===== config.mk =====
export PLATFORM = sky130hd
export DESIGN_NAME = step_segment_sequencer
export DESIGN_NICKNAME = d
export VERILOG_FILES = /design/src/rtl/step_segment_sequencer.sv
export SDC_FILE = /design/constraint.sdc
export NUM_CORES = 1
export LEC_CHECK = 0
export BUFFER_PORTS_ARGS = -buffer_cell sky130_fd_sc_hd__buf_4
export CAP_MARGIN = 20
export CORE_MARGIN = 2
export CORE_UTILIZATION = 35
export CTS_CLUSTER_DIAMETER = 50
export DETAILED_ROUTE_END_ITERATION = 6
export GPL_ROUTABILITY_DRIVEN = 0
export HOLD_SLACK_MARGIN = 0.1
export PLACE_DENSITY_LB_ADDON = 0.2
export REMOVE_ABC_BUFFERS = 1
export SLEW_MARGIN = 25
export SYNTH_ARGS = -nofsm -noshare
export SYNTH_HDL_FRONTEND = slang
export SYNTH_SLANG_ARGS = --single-unit

===== constraint.sdc =====
create_clock -name clock_in -period 6.9 [get_ports clock_in]
set_input_delay 0.345 -clock clock_in [delete_from_list [all_inputs] [get_ports clock_in]]
set_output_delay 0.345 -clock clock_in [all_outputs]
set_load 0.01 [all_outputs]

===== src/rtl/step_segment_sequencer.sv =====
// step_segment_sequencer
//   Buffers motion segments (step count + direction) in a small circular
//   FIFO and feeds them one at a time into the step pulse generator. A
//   direction change holds dir_out stable for dir_setup_cycles before the
//   load strobe. The next segment is not fetched until the pulse generator
//   reports terminal count.
//
// Optional feature: define STEP_SEQ_UNDERRUN_EN to enable the sticky
//   underrun (motion starved) flag. When undefined, underrun is tied 0.
//
// Ports:
//   clock_in          system clock
//   reset             synchronous, active-high reset
//   seg_write         push one segment (seg_count, seg_dir) at rising edge
//   seg_count         segment step count
//   seg_dir           segment direction
//   run               1 = sequence and step, 0 = pause
//   pg_tc             pulse generator terminal count (1 = idle/done)
//   pg_write          one-cycle load strobe to the pulse generator
//   pg_initial_count  count presented with pg_write, held otherwise
//   pg_en             pulse generator enable, registered copy of run
//   dir_out           stepper direction pin
//   fifo_full         FIFO holds 2^depth_log2 entries
//   fifo_empty        FIFO holds no entries
//   fifo_level        number of stored entries
//   busy              sequencer not in IDLE
//   underrun          sticky starvation flag
//   underrun_clr      clears underrun
//
// Push handshake: seg_write acts as valid and !fifo_full as ready; an entry
// is stored only on an edge where both hold. A push while full is dropped
// with no side effects. All outputs are driven from registers.
module step_segment_sequencer #(
    parameter int width            = 4,
    parameter int depth_log2       = 3,
    parameter int dir_setup_cycles = 16
) (
    input  logic                  clock_in,
    input  logic                  reset,
    input  logic                  seg_write,
    input  logic [width-1:0]      seg_count,
    input  logic                  seg_dir,
    input  logic                  run,
    input  logic                  pg_tc,
    output logic                  pg_write,
    output logic [width-1:0]      pg_initial_count,
    output logic                  pg_en,
    output logic                  dir_out,
    output logic                  fifo_full,
    output logic                  fifo_empty,
    output logic [depth_log2:0]   fifo_level,
    output logic                  busy,
    output logic                  underrun,
    input  logic                  underrun_clr
);

    localparam int depth = 1 << depth_log2;
    localparam logic [depth_log2:0]   lvl_one  = (depth_log2+1)'(1);
    localparam logic [depth_log2:0]   lvl_full = (depth_log2+1)'(depth);
    localparam logic [depth_log2-1:0] ptr_one  = depth_log2'(1);

    typedef enum logic [2:0] {
        ST_IDLE,
        ST_DIR_SETUP,
        ST_LOAD,
        ST_ARM,
        ST_RUN
    } state_t;

    state_t state_q, state_d;

    logic [width:0]          mem [depth];
    logic [depth_log2-1:0]   wr_ptr_q, rd_ptr_q;
    logic [depth_log2:0]     level_q, level_d;
    logic                    full_q, empty_q;
    logic [width-1:0]        seg_count_q, pic_q;
    logic                    dir_q;
    logic [7:0]              setup_q, setup_d;
    logic                    pg_write_q, pg_en_q, busy_q;
    logic                    push, pop, latch;
    logic [width-1:0]        head_count;
    logic                    head_dir;

    assign head_count = mem[rd_ptr_q][width-1:0];
    assign head_dir   = mem[rd_ptr_q][width];

    assign push = seg_write && !full_q;
    // Pops happen only from IDLE; zero-count entries are popped and discarded.
    assign pop  = (state_q == ST_IDLE) && run && !empty_q;

    always_comb begin
        level_d = level_q;
        case ({push, pop})
            2'b10:   level_d = level_q + lvl_one;
            2'b01:   level_d = level_q - lvl_one;
            default: level_d = level_q;
        endcase
    end

    always_comb begin
        state_d = state_q;
        setup_d = setup_q;
        latch   = 1'b0;
        case (state_q)
            ST_IDLE: begin
                if (pop && (head_count != '0)) begin
                    latch = 1'b1;
                    if (head_dir != dir_q) begin
                        state_d = ST_DIR_SETUP;
                        setup_d = 8'(dir_setup_cycles);
                    end else begin
                        state_d = ST_LOAD;
                    end
                end
            end
            ST_DIR_SETUP: begin
                // Pausing freezes the setup countdown.
                if (run) begin
                    if (setup_q <= 8'd1) state_d = ST_LOAD;
                    else                 setup_d = setup_q - 8'd1;
                end
            end
            ST_LOAD: state_d = ST_ARM;
            ST_ARM:  if (!pg_tc) state_d = ST_RUN;
            ST_RUN:  if (pg_tc)  state_d = ST_IDLE;
            default: state_d = ST_IDLE;
        endcase
    end

    // Storage needs no reset: emptiness is tracked by the pointers/level.
    always_ff @(posedge clock_in) begin
        if (push) mem[wr_ptr_q] <= {seg_dir, seg_count};
    end

    always_ff @(posedge clock_in) begin
        if (reset) begin
            state_q     <= ST_IDLE;
            wr_ptr_q    <= '0;
            rd_ptr_q    <= '0;
            level_q     <= '0;
            full_q      <= 1'b0;
            empty_q     <= 1'b1;
            seg_count_q <= '0;
            dir_q       <= 1'b0;
            setup_q     <= '0;
            pg_write_q  <= 1'b0;
            pic_q       <= '0;
            pg_en_q     <= 1'b0;
            busy_q      <= 1'b0;
        end else begin
            state_q <= state_d;
            if (push) wr_ptr_q <= wr_ptr_q + ptr_one;
            if (pop)  rd_ptr_q <= rd_ptr_q + ptr_one;
            level_q <= level_d;
            full_q  <= (level_d == lvl_full);
            empty_q <= (level_d == '0);
            if (latch) begin
                seg_count_q <= head_count;
                dir_q       <= head_dir;
            end
            setup_q    <= setup_d;
            pg_write_q <= (state_d == ST_LOAD);
            // The count goes out only with the strobe; when LOAD follows IDLE
            // directly the latched copy is not yet available, so use the head.
            if (state_d == ST_LOAD)
                pic_q <= (state_q == ST_IDLE) ? head_count : seg_count_q;
            pg_en_q <= run;
            busy_q  <= (state_d != ST_IDLE);
        end
    end

`ifdef STEP_SEQ_UNDERRUN_EN
    logic underrun_q;
    always_ff @(posedge clock_in) begin
        if (reset)
            underrun_q <= 1'b0;
        else if ((state_q == ST_RUN) && (state_d == ST_IDLE) && run && empty_q)
            underrun_q <= 1'b1;   // set has priority over clear
        else if (underrun_clr)
            underrun_q <= 1'b0;
    end
    assign underrun = underrun_q;
`else
    logic unused_underrun_clr;
    assign unused_underrun_clr = underrun_clr;
    assign underrun = 1'b0;
`endif

    assign pg_write         = pg_write_q;
    assign pg_initial_count = pic_q;
    assign pg_en            = pg_en_q;
    assign dir_out          = dir_q;
    assign fifo_full        = full_q;
    assign fifo_empty       = empty_q;
    assign fifo_level       = level_q;
    assign busy             = busy_q;

endmodule


Yosys cells after proc, flatten, opt, wreduce, memory -nomap -nowiden --
Memory sizes are Yosys's and may differ from the RTL's. A register that Yosys moved wholly into a read port is not among the register bits. Index checks and enable logic that the tools add are counted.
Storage, ports and cells: register bits 35, RAM bits 40, input bits 11, output and inout port bits 15, word-level logic and storage cells 65, memories kept 1
Memories:
- mem | words 8, bits a word 5, rd ports 1, clocked after memory_dff 1, write ports 1, RTL line 72 | logic [width:0] mem [depth];
Operators by class: add/subtract/negate cells 5, order comparisons 1, equality and inequality tests 13, multiplexer cells 20, reductions and logical operators 12
Operator list (count):
- 2-to-1 mux 8 bit | 4
- 2-to-1 mux 3 bit | 7
- case mux 8 bit (2 select lines) | 1
- case mux 3 bit (5 select lines) | 1
- equality test 3 x 2 -> 1 bit (second input constant) | 3
- <= comparator 8 x 1 -> 1 bit (second input constant) | 1
- != test 2 bit (second input constant) | 4
- case mux 4 bit (2 select lines) | 1
- subtractor 8 x 1 -> 8 bit (second input constant) | 1
- adder 3 x 1 -> 3 bit (second input constant) | 2
- AND reduction 5 bit | 1
- adder 4 x 1 -> 4 bit (second input constant) | 1
- equality test 4 bit (second input constant) | 1
- logical AND 1 bit | 4
- zero test 4 bit | 1
- 2-to-1 mux 1 bit | 4
- 2-to-1 mux 4 bit | 1
- nonzero test 4 bit | 1
- subtractor 4 x 1 -> 4 bit (second input constant) | 1
- equality test 3 x 1 -> 1 bit (second input constant) | 1
- equality test 3 bit (second input constant) | 1
- zero test 3 bit | 1
- nonzero test 3 bit | 1
- equality test 2 x 1 -> 1 bit (second input constant) | 1
- other kinds (5) | 6

Logic depth before layout (Yosys ltp) --
depth in word-level cells 7, gate-level depth with buffers 11

Least setup slack after synthesis --
Ideal clock, no wire load.
path type register -> register, from register state_q[2], to register empty_q (netlist: fifo_empty), setup time 0.123 ns, arrival 2.522 ns, data required time 6.777 ns, setup slack 4.255 ns, stages on the path, launching flop included 12, path buffers 1, clock period less this slack 2.645 ns, cells stage by stage dfxtp_1 nor3_2 and3b_1 buf_2 ha_1 ha_1 a21o_1 a21oi_1 xor2_1 or3_1 a21oi_1 a21oi_1
Between the ends: word-level cells in the longest chain between the ends 6, elaborated cells on any way between the ends 7
RTL lines:
- start: declaration | RTL line 70 | state_t state_q, state_d;
- start signal: assignment | RTL line 151 | state_q <= state_d;
- zero test 3 bit (*) | RTL line 89 | assign pop = (state_q == ST_IDLE) && run && !empty_q;
- logical AND 1 bit (*) (2 in series) | RTL line 89
- equality test 2 x 1 -> 1 bit or equality test 2 bit (tied branches) | RTL line 93 | case ({push, pop})
- case mux 4 bit (2 select lines) (*) | RTL line 93
- zero test 4 bit (*) | RTL line 156 | empty_q <= (level_d == '0);
- end signal: assignment | RTL line 156
- end: declaration | RTL line 75 | logic full_q, empty_q;
Every way passes the cells marked *; elsewhere a longest branch is shown, timed or not. A chain may end at the register's enable or synchronous reset.

Worst setup path in the final report --
Same ends and word-level chain as after synthesis.

==> results by group <==
Outcome
  – Outcome: completed

Yosys
  – Synth Cell Area: 3310 µm²
  – Post-synth top area cell: edfxtp_1
  – Yosys reg bits: 78
  – Post-synth ARST share: 0%
  – Post-synth EDFFs: 40
  – Syn avg cell area: 12.9 µm²
  – Mapped Cells: 257
  – Register area share after synthesis: 59.3%
  – Predominant post-synthesis flop cell: edfxtp_1
  – Distinct cells, synth: 51
  – Top post-synthesis cells by area: edfxtp_1 (36%), dfxtp_1 (23%), mux4_2 (4.1%)
  – Synth top area share: 36.3%
  – Synth warnings: 0

Setup path
  – Most used cell, CP: a21oi_1
  – Slowest cell on the critical path: and3b_1
  – Worst-path fanout max: 10
  – Worst Path Buf+Inv: 0
  – Setup CP Type: reg2reg
  – Critical Path Max Stage Delay: 0.50 ns
  – Arrival time at the worst endpoint: 3.32 ns
  – Critical path data required time: 7.13 ns
  – CP Cell Sequence: nor3_2 -> and3b_1 -> ha_1 -> ha_1 -> a21o_1 -> a21oi_1 -> xor2_1 -> or3_1 -> a21oi_1 -> a21oi_1
  – Crit path launch type: flop
  – Worst setup EP type: flop
  – Family with the most delay on the worst path: simple AND/OR/NAND/NOR gates

Floorplanning
  – DIE WIDTH: 101 µm
  – Core ar.: 9200 µm²
  – Rows: 35
  – Io pins: 26
  – Starting density of the core: 35.9%
  – Die span in y: 101 µm
  – Die area: 10200 µm²

Timing
  – Max-slew violations: 0
  – RSZ-0062 raised after global routing: false
  – FMAX: 0.323 GHz
  – Final setup fails: 0
  – Worst Skew: 0.00926 ns
  – Fin crit share: 44.8%
  – Period minus WS final: 3.09 ns
  – Sum Neg Setup Slack: 0 ns
  – Actual slew at the worst max-slew pin: 0.894 ns
  – Final Hold Viols: 0
  – Rel. slew slack: 39.9%

Finish
  – Layout cells sized above 1: 19.9%
  – Filler cell count: 870
  – # diodes: 0
  – Multi-input combinational cell area: 1260 µm²
  – Final net count: 300
  – P&R area growth vs syn: 15.3%
  – FF/Latch Area: 1960 µm²
  – Finished Layout Cells: 397

Clock tree
  – Clock slew seen by the registers of the worst setup and hold paths: 0.09 ns
  – Worst-skew pair later-pin latency: 0.35 ns
  – CTS sink count: 78
  – TritonCTS clock tree: yes
  – Clock buffer depth: 2
  – Root Buffer: clkbuf_8
  – Setup bufs post-CTS: 0
  – PostCTS Resize Cnt: 0
  – TritonCTS Buffers: 9
  – CTS H-tree lvls: 3
  – Number of hold buffers added after CTS: 0

Place
  – IO buf count: 23
  – Post-DP HPWL: 4.07 mm
  – Placed cells: 381

Routing
  – DRT iter0 DRCs: 101
  – Vias per inst: 5.04
  – Drt pass-1 iters: 4
  – Vias: 1999
  – DR DRC count: 0
  – Total Routed Length: 6.00 mm
  – Routed length per instance: 15.1 µm
  – DRT antenna net count: 0

GRT
  – Global-route wire length before repair: 9.70 mm
  – Total congestion overflow: 0
  – GRT Util Overall: 12.6%
  – Vias in the first global route: 1971
  – Largest net degree at the start of global routing: 29
  – Initial antenna violation count: 0

Pwr
  – Pwr/cell area: 339 nW/µm²
  – LEAKAGE: 1.43 nW
  – Peak supply drop: 0.000117 V

Hold path
  – Worst Hold Class: in2reg

Run
  – Maxcap violations: 0
-- cell families after synthesis --
logic type,count (synthesis),synth area share [%]
XOR/XNOR,12,3.18
adder cells (fa/ha/maj),8,3.26
multiplexers,22,10.3
AO/OA/AOI/OAI,42,9.16
flip-flops,78,59.3
buffers and inverters,17,2.38
other,1,0.113
AND/OR/NAND/NOR,77,12.3
-- Yosys cell counts, types with 6 or more instances --
master / n
o21ai_0: 6
dfxtp_1: 38
xnor2_1: 6
and2_1: 7
nor2_1: 24
mux2i_1: 8
xor2_1: 6
a21oi_1: 9
ha_1: 7
mux4_2: 6
inv_1: 7
nand2_1: 17
edfxtp_1: 40
-- per-layer routing --
| metal | part of all wire, % | routed length (µm) | vias up | global-route usage (%) |
|---|---|---|---|---|
| met1 | 48 | 2870 | 975 | 16.4 |
| met5 | 0 | 0 | - | 0 |
| met3 | 2.5 | 148 | 6 | 3.17 |
| met4 | 1.5 | 90 | 0 | 6.55 |
| li1 | - | - | 993 | - |
| met2 | 48 | 2890 | 25 | 19.7 |
-- path summary, 6_finish.rpt --
kind,startpoint,endpoint,slack (ns),cells past startpoint
worst min-delay path,pg_tc,state_q[2],0.16,2
worst min register to register,setup_q[2],setup_q[2],0.49,2
worst max register to register,state_q[2],fifo_empty,3.81,10
worst max-delay path,state_q[2],fifo_empty,3.81,10
-- state kept, by name, summed over array words and instances, names as in the netlist, named ones only --
register and count:
rd_ptr_q 3, mem 40, state_q 3, wr_ptr_q 3, dir_out 1, fifo_empty 1, setup_q 8, fifo_level 4
busy 1, fifo_full 1, pg_initial_count 4, seg_count_q 4, pg_write 1, pg_en 1
-- through the flow --
step / power, mW / utilization, % / cell area (µm²) / setup WS (ns) / hold WS [ns]
2_1_floorplan: 0.795 / - / 3250 / 4.19 / 0.411
3_3_place_gp: 0.889 / 38.8 / 3560 / 3.83 / 0.477
3_5_place_dp: 0.891 / 38.8 / 3560 / 3.83 / 0.486
4_1_cts: 1.31 / 41.4 / 3810 / 3.79 / 0.143
5_1_grt: 1.36 / 41.4 / 3810 / 3.57 / 0.148
6_report: 1.29 / 41.4 / 3810 / 3.81 / 0.162
-- layout make-up --
| class | count | share of cell area, % |
|---|---|---|
| multi-input cells | 162 | 33.2 |
| clock inverters | 7 | 3.19 |
| inverters | 7 | 0.690 |
| clock buffers | 9 | 3.25 |
| repair buffers | 23 | 4.53 |
| flip-flops and latches | 78 | 51.5 |
| well taps | 111 | 3.65 |
-- report_power, final --
group | switching [mW] | internal (mW) | leakage (nW)
Combinational | 0.147 | 0.146 | 0.636
Sequential | 0.0484 | 0.534 | 0.672
Clock | 0.173 | 0.242 | 0.124
-- cell usage in the layout (no fill, tap or decap), drive strengths merged, types with 2 or more instances in the layout --
master	Yosys	final
nor3	5	5
edfxtp	40	40
mux2	6	6
nand2b	5	5
a41o	4	4
nand2	17	17
mux2i	8	8
xnor2	6	6
o21ai	6	6
nor3b	2	2
nor4	2	2
clkinv	0	3
mux4	8	8
or3	3	3
nor2	24	24
ha	7	7
a211oi	5	5
clkbuf	2	9
dfxtp	38	38
a31oi	3	3
nor2b	4	4
inv	7	8
a22o	2	2
nand4	2	2
a21oi	11	11
and2	7	7
a22oi	4	4
bufinv	0	3
xor2	6	6
buf	8	23
(Power assumes the default switching activity.)
